--- src/rtl/alu_cmd_sequencer_if.sv ---
// Command handshake and ALU operand/result bus between a command source,
// the sequencer, and the 4-bit combinational ALU.
interface alu_cmd_sequencer_if;
  logic       cmd_valid;
  logic       cmd_ready;
  logic [2:0] cmd_code;
  logic [3:0] cmd_data;
  logic [2:0] alu_op;
  logic [3:0] alu_a;
  logic [3:0] alu_b;
  logic [3:0] alu_result;
  logic       alu_zero;
  logic       alu_carry;

  // Master is the environment: it issues commands and plays the ALU.
  modport master (
    output cmd_valid, cmd_code, cmd_data, alu_result, alu_zero, alu_carry,
    input  cmd_ready, alu_op, alu_a, alu_b
  );

  modport slave (
    input  cmd_valid, cmd_code, cmd_data, alu_result, alu_zero, alu_carry,
    output cmd_ready, alu_op, alu_a, alu_b
  );
endinterface

--- src/rtl/alu_cmd_sequencer.sv ---
// Accumulator-based command sequencer for a 4-bit combinational ALU.
// MUL is executed as repeated ALU additions, one per cycle.
module alu_cmd_sequencer #(
  parameter logic [3:0] ACC_INIT = 4'h0
) (
  input  logic                 clk,
  input  logic                 reset,
  alu_cmd_sequencer_if.slave   bus,
  output logic [3:0]           acc,
  output logic                 zero_q,
  output logic                 carry_q,
  output logic                 busy,
  output logic                 done
);

  localparam logic [1:0] S_IDLE = 2'd0;
  localparam logic [1:0] S_EXEC = 2'd1;
  localparam logic [1:0] S_MUL  = 2'd2;
  localparam logic [1:0] S_DONE = 2'd3;

  localparam logic [2:0] OP_AND = 3'b000;
  localparam logic [2:0] OP_ADD = 3'b010;
  localparam logic [2:0] OP_MUL = 3'b011;

  logic [1:0] r_state;
  logic [3:0] r_acc;
  logic       r_zero;
  logic       r_carry;
  logic [3:0] r_b;
  logic [2:0] r_op;
  logic [3:0] r_m;
  logic [3:0] r_cnt;
  logic       r_sticky;

  logic       w_accept;
  logic       w_is_nop;
  logic       w_mul_step;

  assign bus.cmd_ready = (r_state == S_IDLE) && !reset;
  assign w_accept      = bus.cmd_valid && bus.cmd_ready;
  assign w_is_nop      = (r_op[2:1] == 2'b10);
  assign w_mul_step    = (r_state == S_MUL) && (r_cnt != 4'd0);

  assign acc     = r_acc;
  assign zero_q  = r_zero;
  assign carry_q = r_carry;
  assign busy    = (r_state != S_IDLE);
  assign done    = (r_state == S_DONE);

  // NOTE: every output gets its default before the branches, so no latch is inferred.
  always_comb begin
    bus.alu_op = OP_AND;
    bus.alu_a  = r_acc;
    bus.alu_b  = 4'h0;
    if (r_state == S_EXEC) begin
      bus.alu_op = r_op;
      bus.alu_b  = r_b;
    end else if (w_mul_step) begin
      bus.alu_op = OP_ADD;
      bus.alu_b  = r_m;
    end
  end

  // NOTE: non-blocking assignments so every register samples pre-edge values.
  always_ff @(posedge clk) begin
    if (reset) begin
      r_state  <= S_IDLE;
      r_acc    <= ACC_INIT;
      r_zero   <= 1'b0;
      r_carry  <= 1'b0;
      r_b      <= 4'h0;
      r_op     <= OP_AND;
      r_m      <= 4'h0;
      r_cnt    <= 4'd0;
      r_sticky <= 1'b0;
    end else begin
      case (r_state)
        S_IDLE: begin
          if (w_accept) begin
            if (bus.cmd_code == OP_MUL) begin
              r_m      <= r_acc;
              r_cnt    <= bus.cmd_data;
              r_acc    <= 4'h0;
              r_sticky <= 1'b0;
              r_state  <= S_MUL;
            end else begin
              r_b     <= bus.cmd_data;
              r_op    <= bus.cmd_code;
              r_state <= S_EXEC;
            end
          end
        end
        S_EXEC: begin
          if (!w_is_nop) begin
            r_acc   <= bus.alu_result;
            r_zero  <= bus.alu_zero;
            r_carry <= bus.alu_carry;
          end
          r_state <= S_DONE;
        end
        S_MUL: begin
          if (w_mul_step) begin
            r_acc    <= bus.alu_result;
            r_sticky <= r_sticky | bus.alu_carry;
            r_cnt    <= r_cnt - 4'd1;
          end else begin
            // Sticky carry flags any overflow across the whole product.
            r_zero  <= (r_acc == 4'h0);
            r_carry <= r_sticky;
            r_state <= S_DONE;
          end
        end
        default: r_state <= S_IDLE;
      endcase
    end
  end

endmodule

--- src/flat_wrapper.sv ---
// flat-port wrapper written by rule: the top's interface ports become plain ports
module alu_cmd_sequencer_flat 
#(
  parameter logic [3:0] ACC_INIT = 4'h0
)
  (clk, reset, acc, zero_q, carry_q, busy, done, bus_cmd_valid, bus_cmd_code, bus_cmd_data, bus_alu_result, bus_alu_zero, bus_alu_carry, bus_cmd_ready, bus_alu_op, bus_alu_a, bus_alu_b);
  alu_cmd_sequencer_if bus_i ();
  input  logic clk;
  input  logic reset;
  output logic [3:0] acc;
  output logic zero_q;
  output logic carry_q;
  output logic busy;
  output logic done;
  input wire logic [$bits(bus_i.cmd_valid)-1:0] bus_cmd_valid;
  input wire logic [$bits(bus_i.cmd_code)-1:0] bus_cmd_code;
  input wire logic [$bits(bus_i.cmd_data)-1:0] bus_cmd_data;
  input wire logic [$bits(bus_i.alu_result)-1:0] bus_alu_result;
  input wire logic [$bits(bus_i.alu_zero)-1:0] bus_alu_zero;
  input wire logic [$bits(bus_i.alu_carry)-1:0] bus_alu_carry;
  output wire logic [$bits(bus_i.cmd_ready)-1:0] bus_cmd_ready;
  output wire logic [$bits(bus_i.alu_op)-1:0] bus_alu_op;
  output wire logic [$bits(bus_i.alu_a)-1:0] bus_alu_a;
  output wire logic [$bits(bus_i.alu_b)-1:0] bus_alu_b;
  assign bus_i.cmd_valid = bus_cmd_valid;
  assign bus_i.cmd_code = bus_cmd_code;
  assign bus_i.cmd_data = bus_cmd_data;
  assign bus_i.alu_result = bus_alu_result;
  assign bus_i.alu_zero = bus_alu_zero;
  assign bus_i.alu_carry = bus_alu_carry;
  assign bus_cmd_ready = bus_i.cmd_ready;
  assign bus_alu_op = bus_i.alu_op;
  assign bus_alu_a = bus_i.alu_a;
  assign bus_alu_b = bus_i.alu_b;
  alu_cmd_sequencer #(.ACC_INIT(ACC_INIT)) u_core (.clk(clk), .reset(reset), .bus(bus_i), .acc(acc), .zero_q(zero_q), .carry_q(carry_q), .busy(busy), .done(done));
endmodule
--- config.mk ---
export PLATFORM = sky130hd
export DESIGN_NAME = alu_cmd_sequencer_flat
export DESIGN_NICKNAME = d
export VERILOG_FILES = /design/src/rtl/alu_cmd_sequencer_if.sv /design/src/rtl/alu_cmd_sequencer.sv /design/src/flat_wrapper.sv
export SDC_FILE = /design/constraint.sdc
export NUM_CORES = 1
export LEC_CHECK = 0
export ABC_AREA = 0
export CORE_AREA = 2 2 62 64
export CTS_CLUSTER_DIAMETER = 120
export CTS_CLUSTER_SIZE = 30
export DETAILED_ROUTE_END_ITERATION = 10
export DIE_AREA = 0 0 64 66
export PLACE_DENSITY_LB_ADDON = 0.1
export SETUP_SLACK_MARGIN = 0.4
export SYNTH_ARGS = -nofsm -noshare
export SYNTH_HDL_FRONTEND = slang
export SYNTH_SLANG_ARGS = --single-unit
export TNS_END_PERCENT = 5
--- constraint.sdc ---
create_clock -name clk -period 3.2 [get_ports clk]
set_clock_uncertainty 0.1 [all_clocks]
set_input_delay 0.48 -clock clk [delete_from_list [all_inputs] [get_ports clk]]
set_output_delay 0.48 -clock clk [all_outputs]
set_load 0.01 [all_outputs]
==> results of run 1 <==
==> power by group <==
part | total, mW | internal [mW] | switching [mW]
registers | 0.414 | 0.357 | 0.0569
clock network | 0.227 | 0.127 | 0.100
logic | 0.760 | 0.340 | 0.420
total | 1.40 | 0.824 | 0.577
==> worst max-delay path, cell delays in order, from the launching register on <==
cell and delay [ns]:
dfxtp_1 0.37, inv_1 0.13, ha_4 0.21, inv_2 0.13
nor2_4 0.17, nand2_1 0.06, o21ai_0 0.15, clkdlybuf4s50_1 0.56
==> timing repair <==
| item | 4_1_cts | 5_1_grt |
|---|---|---|
| hold buffers | 0 | 0 |
| setup endpoints to repair | 4 | 4 |
| gates resized for setup | 3 | 2 |
| gates cloned | 0 | 0 |
==> kinds of logic after synthesis <==
kind of cell	Yosys count
muxes	7
buffers and inverters	22
AOI/OAI and AO/OA	43
DFF	24
and+or+nand+nor	65
adders and majority gates	5
==> worst min-delay path by stage <==
stage | from | to | cells after the start
2_1_floorplan | u_core.r_b[0] | u_core.r_b[0] | 2
3_3_place_gp | u_core.r_b[3] | u_core.r_b[3] | 2
3_5_place_dp | u_core.r_b[3] | u_core.r_b[3] | 2
4_1_cts | u_core.r_b[3] | u_core.r_b[3] | 2
5_1_grt | u_core.r_b[3] | u_core.r_b[3] | 2
6_report | u_core.r_b[3] | u_core.r_b[3] | 2
==> metal layers <==
layer  vias up  track usage
met1       619        0.241
met3         4       0.0341
li1        641            -
met4         0       0.0571
met5         -            0
met2        18        0.314
==> cell type report <==
cell class | instances | share of cell area
repair buffers | 36 | 0.202
inverters | 11 | 0.0232
multi-input cells | 120 | 0.442
flip-flops and latches | 24 | 0.270
clock buffers | 3 | 0.0126
well taps | 48 | 0.0337
clock inverters | 1 | 0.0169
==> stage by stage <==
| step | hold WS, ns | power (mW) |
|---|---|---|
| 2_1_floorplan | 0.337 | 0.951 |
| 3_3_place_gp | 0.346 | 1.15 |
| 3_5_place_dp | 0.351 | 1.16 |
| 4_1_cts | 0.371 | 1.40 |
| 5_1_grt | 0.404 | 1.51 |
| 6_report | 0.370 | 1.40 |
==> state kept, by name (all words and copies together), names as in the netlist <==
signal,flops
u_core.acc,4
u_core.r_b,4
u_core.r_cnt,4
u_core.r_m,4
u_core.r_op,3
u_core.r_state,2
u_core.carry_q,1
u_core.r_sticky,1
u_core.zero_q,1
==> cell usage in the layout (no fill, tap or decap), drive strengths merged, types with 3 or more instances in the layout <==
master / instances
dfxtp: 24
a21oi: 15
nor3: 3
o32ai: 5
inv: 11
o21ai: 11
nor2: 14
mux2i: 3
ha: 5
clkbuf: 3
clkdlybuf4s50: 34
mux2: 4
nand2b: 5
nand2: 28
==> results by group, run 1 <==
Yosys
  • Number of synthesized flops with an enable pin: 0
  • Asr flop ratio synth: 0
  • Post-synthesis compound-gate area fraction: 0.219
  • Top cells by count, synth: nand2_1, dfxtp_1, a21oi_1, nor2_1
  • Yosys warns: 0
  • Xor/xnor share of the synthesized area: 0
  • #FFs+latches synth: 24
  • Syn avg cell area: 8.29 µm²
  • Synth unique cells: 39
  • Post-Synth Adder-Cell Area: 0.0455
  • Sequential fraction of the synthesis area: 0.349
  • Area leader, netlist: dfxtp_1
  • Largest family of logic cells by synthesized area: simple AND/OR/NAND/NOR gates
  • Simple-gate share of the synthesized area: 0.238
  • Yosys top cell area share: 0.349
  • Synth top area cells: dfxtp_1, nand2_1, a21oi_1
  • Mapped Area: approximately 1400 µm²
  • Mapped Nets: between 150 and 200
  • Post-synthesis mux area share: 0.0545
  • Mapped Cells: 166
  • Most common cell in the synthesized netlist: nand2_1
  • Ys flop type: dfxtp_1

Outcome
  • Outcome: finished, final reports clean

Worst setup path
  • CP endpoint: bus_alu_b[1]
  • Setup crit start kind: flip-flop
  • Req. time, crit path: 2.62 ns
  • Arrival @ worst endpoint: about 2.1 ns
  • Crit Path Class: reg2out
  • Cells on worst reg2reg path: 6
  • Reg2reg end: u_core.r_sticky
  • Max FO, Critical Path: 11
  • Critical Path Start: u_core.r_state[0]
  • Reg2reg setup slack: slightly above 1 ns
  • Worst r2r src: u_core.r_state[0]
  • Worst setup EP type: output port

Drt
  • Metal2 WL: roughly 1.8 mm
  • Drt total wl: roughly 3.6 mm
  • Antenna-violating nets left: 0
  • Highest routed layer: met4
  • Vias per inst: around 5.3
  • Drt first-iter violations: 49
  • WL met1: approximately 1.7 mm
  • Pre-antenna DRT Iters: 4
  • Routed len/inst: approximately 15 µm
  • Vias: about 1300
  • WL met3: 109 µm
  • Drc violations: 0

Die
  • Ports: 36
  • Chip height: ~66 µm
  • Initial core utilization: 0.388
  • Die area: 4220 µm²
  • Core Box Area: 3550 µm²
  • Cell row count: 22
  • Die Width: ~64 µm

STA
  • Part of the cycle the worst path needs: 0.838
  • Crit path time final: around 2.7 ns
  • RSZ-0062 raised after global routing: yes
  • Least-Margin Pin Slew: 0.405 ns
  • Endpoints failing setup: 0
  • Pins over their slew limit: 0
  • Final hold vios: 0
  • Max Fclk: around 0.37 GHz
  • Setup TNS: 0 ns
  • Max-Slew Margin vs Limit: 0.722
  • Setup ws final: 0.519 ns

Placement
  • Dpl cells: between 200 and 250
  • Final GP Congestion: 0.786
  • Placed Instance Area: 1710 µm²
  • DP Worst Slack: 0.542 ns
  • Buffers on Ports: 35
  • DP HPWL: about 2.6 mm

GRT
  • Global-route wire length before repair: approximately 6 mm
  • Vias in the first global route: ~1300
  • Antenna violations before repair: 0
  • GRT overflow: 0
  • Largest net degree at the start of global routing: 27
  • All-Layer GR Usage: 0.186

Power and ir drop
  • LEAKAGE: between 0.6 and 0.7 nW
  • Power Dens Cells: slightly below 800 nW/µm²
  • Maximum vdd drop: 0.486 mV

Cells and area
  • Fin nets: ~220
  • Design area: about 1800 µm²
  • Reg area: just under 500 µm²
  • Fill cell count: between 300 and 400
  • Area grow syn2layout: 29.5%
  • Layout cells sized above 1: 0.0974
  • Fin util: 0.502
  • Post-Layout Cell Count: 243
  • Antenna Diode Count: 0
  • Area of the multi-input gates: 787 µm²

Clock network
  • Reg clk slew, reported paths: ~0.15 ns
  • Post-CTS setup buffers: 0
  • CTS tree: built
  • CTS Sinks: 24
  • H-tree Lvls: 1
  • CTS root buf: clkbuf_4
  • Skew-Pair Late Insertion Delay: approximately 0.32 ns
  • Inserted Clock Buffers: 3
  • Clock Path Buffers: 2

Job
  • Maxcap violations: 0

Worst hold path
  • Worst min path class: reg2reg
(Power assumes the default switching activity.)
==> run 2, diff against run 1 <==
clock period = 2.44 ns   (was 3.2 ns; I/O delays follow)
==> run 2 against run 1 <==
Sequential cell count unchanged. Die area stayed put. Register-to-register slack worse by 0.61 ns. Clock-buffer cell count did not move. Critical path depth did not move. Global-route usage fell by 0.52 points. Cell count rose by 3.7%. First-iteration DRC count is 4.1% higher. Sequential power rose by 32%. Hold slack about the same. Sequential share of layout area fell by 1.0 points. Setup slack lost 0.26 ns. Largest power group unchanged. Highest routed layer unchanged.
==> results by group, run 2 (same netlist as run 1, synthesis figures left out) <==
STA
  • Pins over their slew limit: 0 (unchanged)
  • Endpoints failing setup: 0 (unchanged)
  • Max Fclk: 0.458 GHz
  • Least-Margin Pin Slew: 0.460 ns (+0.0548 ns)
  • Final hold vios: 0 (unchanged)
  • Crit path time final: between 2 and 2.5 ns
  • Part of the cycle the worst path needs: 0.894
  • RSZ-0062 raised after global routing: yes
  • Max-Slew Margin vs Limit: 0.692 (-0.0300)
  • Setup TNS: 0 ns (unchanged)

Power and ir drop
  • Power Dens Cells: 1060 nW/µm² (+35%)
  • Final Power: 1.98 mW (+42%)
  • LEAKAGE: 0.689 nW (+6.7%)
  • Maximum vdd drop: 0.675 mV (+39%)

Clock network
  • Skew-Pair Late Insertion Delay: 0.33 ns (about the same)
  • CTS Sinks: 24 (unchanged)
  • CTS tree: built
  • Clock Path Buffers: 2 (unchanged)
  • Inserted Clock Buffers: 3 (unchanged)
  • Reg clk slew, reported paths: 0.15 ns (about the same)
  • H-tree Lvls: 1 (unchanged)
  • Post-cts hold buffer count: 0 (unchanged)
  • CTS root buf: clkbuf_4

Drt
  • Vias: 1314 (+2.5%)
  • Pre-antenna DRT Iters: 4 (unchanged)
  • Drc violations: 0 (unchanged)
  • Vias per inst: 5.21 (-1.2%)
  • Antenna-violating nets left: 0 (unchanged)
  • Drt first-iter violations: 51 (+4.1%)
  • Drt total wl: 3.66 mm (+2.4%)
  • Routed len/inst: 14.5 µm (-1.3%)

Cells and area
  • Fin nets: 226 (+4.1%)
  • Leading cell types in the layout, fill and taps excluded: nand2_1, clkdlybuf4s50_1, dfxtp_1
  • Area grow syn2layout: 35.9%
  • Fill cell count: 327 (-8.9%)
  • Antenna Diode Count: 0 (unchanged)
  • Layout cells sized above 1: 0.206 (+0.108)
  • Post-Layout Cell Count: 252 (+3.7%)

Placement
  • Dpl cells: 243 (+1.7%)
  • Final GP Congestion: 0.786 (about the same)
  • DP HPWL: 2.70 mm (+2.1%)
  • Buffers on Ports: 35 (unchanged)

Worst setup path
  • Worst setup EP type: output port
  • Crit Path Class: reg2out
  • Max FO, Critical Path: 5 (-6)
  • Setup crit start kind: flip-flop
  • Req. time, crit path: 1.97 ns (-0.65 ns)
  • Arrival @ worst endpoint: 1.72 ns (-0.38 ns)

Die
  • Die Width: 64 µm (unchanged)
  • Cell row count: 22 (unchanged)
  • Die area: 4220 µm² (unchanged)
  • Initial core utilization: 0.388 (unchanged)
  • Chip height: 66 µm (unchanged)
  • Core Box Area: 3550 µm² (unchanged)
  • Ports: 36 (unchanged)

Worst hold path
  • Worst min path class: reg2reg

Outcome
  • Outcome: finished, final reports clean

GRT
  • Vias in the first global route: 1268 (+1.3%)
  • GR Layer Usage met3: 0.0256 (-0.00852)
  • Largest net degree at the start of global routing: 15 (-44%)
  • GRT overflow: 0 (unchanged)
  • Antenna violations before repair: 0 (unchanged)
  • Grt met2 use: 0.303 (-0.0104)
  • Global-route wire length before repair: 6.02 mm (-1.6%)
  • Most Crowded Layer GR: met2
  • All-Layer GR Usage: 0.181 (-0.00519)
  • Met1 usage: 0.234 (-0.00737)

Job
  • Maxcap violations: 0 (unchanged)
## run 2: cell types whose count changed in the layout (fill, tap and decap cells not counted), sizes merged
| cell | change |
|---|---|
| buf | +10 |
| clkdlybuf4s50 | -6 |
| dlygate4sd2 | +1 |
| clkdlybuf4s15 | +3 |
| clkbuf | +1 |
## run 2: through the flow
step | cell area, µm² | setup WS (ns) | hold slack (ns) | util
5_1_grt | 1870 | 0.185 | 0.386 | 0.527
2_1_floorplan | 1380 | 0.585 | 0.337 | -
6_report | 1870 | 0.258 | 0.370 | 0.527
4_1_cts | 1840 | 0.215 | 0.369 | 0.519
3_3_place_gp | 1740 | 0.118 | 0.346 | 0.489
3_5_place_dp | 1740 | 0.0451 | 0.350 | 0.489
## run 2: path summary, 6_finish.rpt
| check | from | end | slack [ns] | depth (start not counted) |
|---|---|---|---|---|
| max | u_core.r_cnt[0] | bus_alu_b[3] | 0.26 | 7 |
| min | u_core.r_b[3] | u_core.r_b[3] | 0.37 | 2 |
| max reg2reg | u_core.r_cnt[0] | u_core.r_sticky | 0.42 | 8 |
| min reg2reg | u_core.r_b[3] | u_core.r_b[3] | 0.37 | 2 |
## run 2: cell type report
type,count,area (µm²),share of cell area
repair buffers,45,420,0.225
well taps,48,60.1,0.0321
multi-input cells,120,811,0.433
inverters,11,41.3,0.0221
clock buffers,3,22.5,0.0120
clock inverters,1,30.0,0.0161
flip-flops and latches,24,485,0.260
## run 2: repair_timing
item	4_1_cts	5_1_grt
gates cloned	0	0
gates resized for setup	28	7
setup buffers	2	3
setup endpoints to repair	12	16
pin swaps	2	2
## run 2: power by group
group | internal [mW] | switching, mW | total [mW]
Combinational | 0.541 | 0.600 | 1.14
Sequential | 0.473 | 0.0748 | 0.548
Clock | 0.166 | 0.129 | 0.295
Total | 1.18 | 0.803 | 1.98
## run 2: critical path, cell delays in order (launching register included)
cell and delay, ns:
dfxtp_2 0.36, inv_1 0.06, ha_1 0.23, nor3b_4 0.18
nor2_4 0.14, nand2_1 0.07, o21ai_1 0.12, clkdlybuf4s15_2 0.23
## run 2: per-layer routing
metal | vias to the layer above | part of all wire | routed length (µm)
li1 | 660 | - | -
met1 | 624 | 0.47 | 1720
met2 | 24 | 0.49 | 1780
met3 | 6 | 0.029 | 105
met4 | 0 | 0.014 | 52
met5 | - | 0 | 0
==> run 3, diff against run 2 <==
DONT_BUFFER_PORTS = 1   (was not set)
==> run 3 against run 2 <==
Utilization fell by 11 points. Hold slack got worse by 0.34 ns. Sequential cell count did not move. Routed wire length fell by 6.2%. Setup slack improved by 0.14 ns. Critical endpoint unchanged. Via count fell by 11%.
==> results by group, run 3 (same netlist as run 1, synthesis figures left out) <==
Worst hold path
  • Worst min path class: in2reg
  • Worst Hold Depth: 1 (-1)

Cells and area
  • Fin nets: 186 (-18%)
  • Commonest non-fill, non-tap cell in the layout: nand2_1
  • Leading cell types in the layout, fill and taps excluded: nand2_1, dfxtp_1, a21oi_1
  • Post-Layout Cell Count: 212 (-16%)
  • Antenna Diode Count: 0 (unchanged)
  • Design area: 1490 µm² (-20%)
  • Area grow syn2layout: 8.27%
  • Layout cells sized above 1: 0.189 (-0.0169)
  • Fill cell count: 385 (+18%)

Placement
  • Buffers on Ports: 0 (-100%)
  • Dpl cells: 204 (-16%)
  • Final GP Congestion: 0.786 (about the same)
  • DP HPWL: 2.51 mm (-6.9%)
  • Placed Instance Area: 1360 µm² (-22%)

Drt
  • Drt first-iter violations: 59 (+16%)
  • Vias per inst: 5.50 (+5.5%)
  • Drt total wl: 3.43 mm (-6.2%)
  • WL met1: 1.59 mm (-7.6%)
  • Pre-antenna DRT Iters: 4 (unchanged)
  • WL met3: 123 µm (+17%)
  • Vias: 1166 (-11%)
  • Antenna-violating nets left: 0 (unchanged)
  • Highest routed layer: met4
  • Metal2 WL: 1.68 mm (-5.5%)
  • Drc violations: 0 (unchanged)
  • Routed len/inst: 16.2 µm (+11%)

Die
  • Ports: 36 (unchanged)
  • Core Box Area: 3550 µm² (unchanged)
  • Chip height: 66 µm (unchanged)
  • Initial core utilization: 0.388 (unchanged)
  • Die Width: 64 µm (unchanged)
  • Cell row count: 22 (unchanged)
  • Die area: 4220 µm² (unchanged)

GRT
  • All-Layer GR Usage: 0.177 (-0.00396)
  • Vias in the first global route: 1153 (-9.1%)
  • Largest net degree at the start of global routing: 20 (+5)
  • Antenna violations before repair: 0 (unchanged)
  • Global-route wire length before repair: 5.78 mm (-4.0%)
  • GRT overflow: 0 (unchanged)

Power and ir drop
  • Sequential power share: 0.325 (+0.049)
  • Internal power: 990 µW (-16%)
  • Clock Power Share: 0.170 (+0.021)
  • Switching part of the total: 0.433 (+0.0283)
  • NetSw: 756 µW (-5.9%)
  • Combinational Power Share: 0.505 (-0.070)
  • Maximum vdd drop: 0.615 mV (-8.9%)
  • Power Dens Cells: 1170 nW/µm² (+10%)
  • Final Power: 1.75 mW (-12%)
  • LEAKAGE: 0.528 nW (-23%)

Clock network
  • CTS tree: built
  • Reg clk slew, reported paths: 0.15 ns (about the same)
  • H-tree Lvls: 1 (unchanged)
  • Inserted Clock Buffers: 3 (unchanged)
  • Clock Path Buffers: 2 (unchanged)
  • CTS root buf: clkbuf_4
  • Skew-Pair Late Insertion Delay: 0.32 ns (about the same)
  • CTS Sinks: 24 (unchanged)

Worst setup path
  • Reg2reg setup slack: 0.49 ns (+0.07 ns)
  • CP endpoint: bus_alu_b[3]
  • Arrival @ worst endpoint: 1.57 ns (-0.15 ns)
  • Req. time, crit path: 1.97 ns (about the same)
  • Worst r2r src: u_core.r_cnt[0]
  • Critical path's top delay family: simple AND/OR/NAND/NOR gates
  • Crit Path Class: reg2out
  • WP buf/inv: 1 (-1)
  • Setup crit start kind: flip-flop
  • Worst setup EP type: output port
  • Max FO, Critical Path: 5 (unchanged)
  • Critical Path Start: u_core.r_cnt[0]
  • Reg2reg end: u_core.r_state[1]
  • Cells on worst reg2reg path: 7 (-1)
  • Largest stage delay, worst path: 0.35 ns (about the same)
  • CP max-delay cell: dfxtp_2
  • Ordered cell list for the critical path: inv_1 -> ha_2 -> nor3b_4 -> nor2_4 -> nand2_1 -> o21ai_2
  • WP depth: 6 (-1)

STA
  • Max Fclk: 0.490 GHz (+6.9%)
  • Setup TNS: 0 ns (unchanged)
  • Final hold vios: 0 (unchanged)
  • Crit path time final: 2.04 ns (-0.141 ns)
  • Part of the cycle the worst path needs: 0.836 (-0.0579)
  • Endpoints failing setup: 0 (unchanged)
  • Max-Slew Margin vs Limit: 0.481 (-0.212)
  • Least-Margin Pin Slew: 0.777 ns (+0.317 ns)
  • Pins over their slew limit: 0 (unchanged)
  • RSZ-0062 raised after global routing: yes

Outcome
  • Outcome: finished, final reports clean

Job
  • Maxcap violations: 0 (unchanged)
[run 3: changes by cell type in the layout (fill, tap and decap cells not counted), sizes merged]
| cell | previous run | this run |
|---|---|---|
| clkbuf | 4 | 3 |
| clkdlybuf4s50 | 28 | 0 |
| dlygate4sd2 | 1 | 0 |
| buf | 11 | 4 |
| dlygate4sd3 | 0 | 1 |
| dlymetal6s2s | 1 | 0 |
| clkdlybuf4s15 | 3 | 0 |
[run 3: final cells by class]
cell class	count	area, µm²	area share
multi-input cells	120	815	0.547
flip-flops and latches	24	482	0.323
well taps	48	60.1	0.0403
inverters	11	41.3	0.0277
repair buffers	5	40.0	0.0269
clock inverters	1	30.0	0.0202
clock buffers	3	22.5	0.0151
[run 3: repair_timing]
item	in CTS	in global routing
pin swaps	0	2
endpoints found under the hold margin	19	0
setup buffers	0	3
cloned	0	0
gates resized for setup	12	5
setup endpoints to repair	5	18
hold buffers	1	0
[run 3: worst min path at each step]
stage                              from            end  slack (ns)
after CTS                         reset  u_core.acc[1]        0.03
after floorplan           u_core.r_b[0]  u_core.r_b[0]        0.34
after global routing              reset  u_core.acc[1]       0.007
after detailed placement          reset  u_core.r_b[2]        0.34
after global placement            reset  u_core.r_b[2]        0.34
final                             reset  u_core.acc[3]        0.03
[run 3: power groups by stage]
stage	clock network [mW]	registers, mW	logic, mW
finish	0.297	0.568	0.881
global route	0.322	0.582	0.972
CTS	0.307	0.568	0.808
detailed placement	0	0.577	0.766
global placement	0	0.573	0.762
floorplan	0	0.546	0.701
[run 3: per-stage QoR]
step | hold WS (ns) | utilization | setup WS (ns)
finish | 0.0343 | 0.420 | 0.400
global route | 0.00668 | 0.420 | 0.305
global placement | 0.338 | 0.382 | 0.479
floorplan | 0.337 | - | 0.585
detailed placement | 0.341 | 0.382 | 0.440
CTS | 0.0254 | 0.408 | 0.364
[run 3: routing by layer]
layer,vias to the layer above,global-route usage
li1,574,-
met1,566,0.224
met2,22,0.301
met3,4,0.0307
met4,0,0.0652
met5,-,0
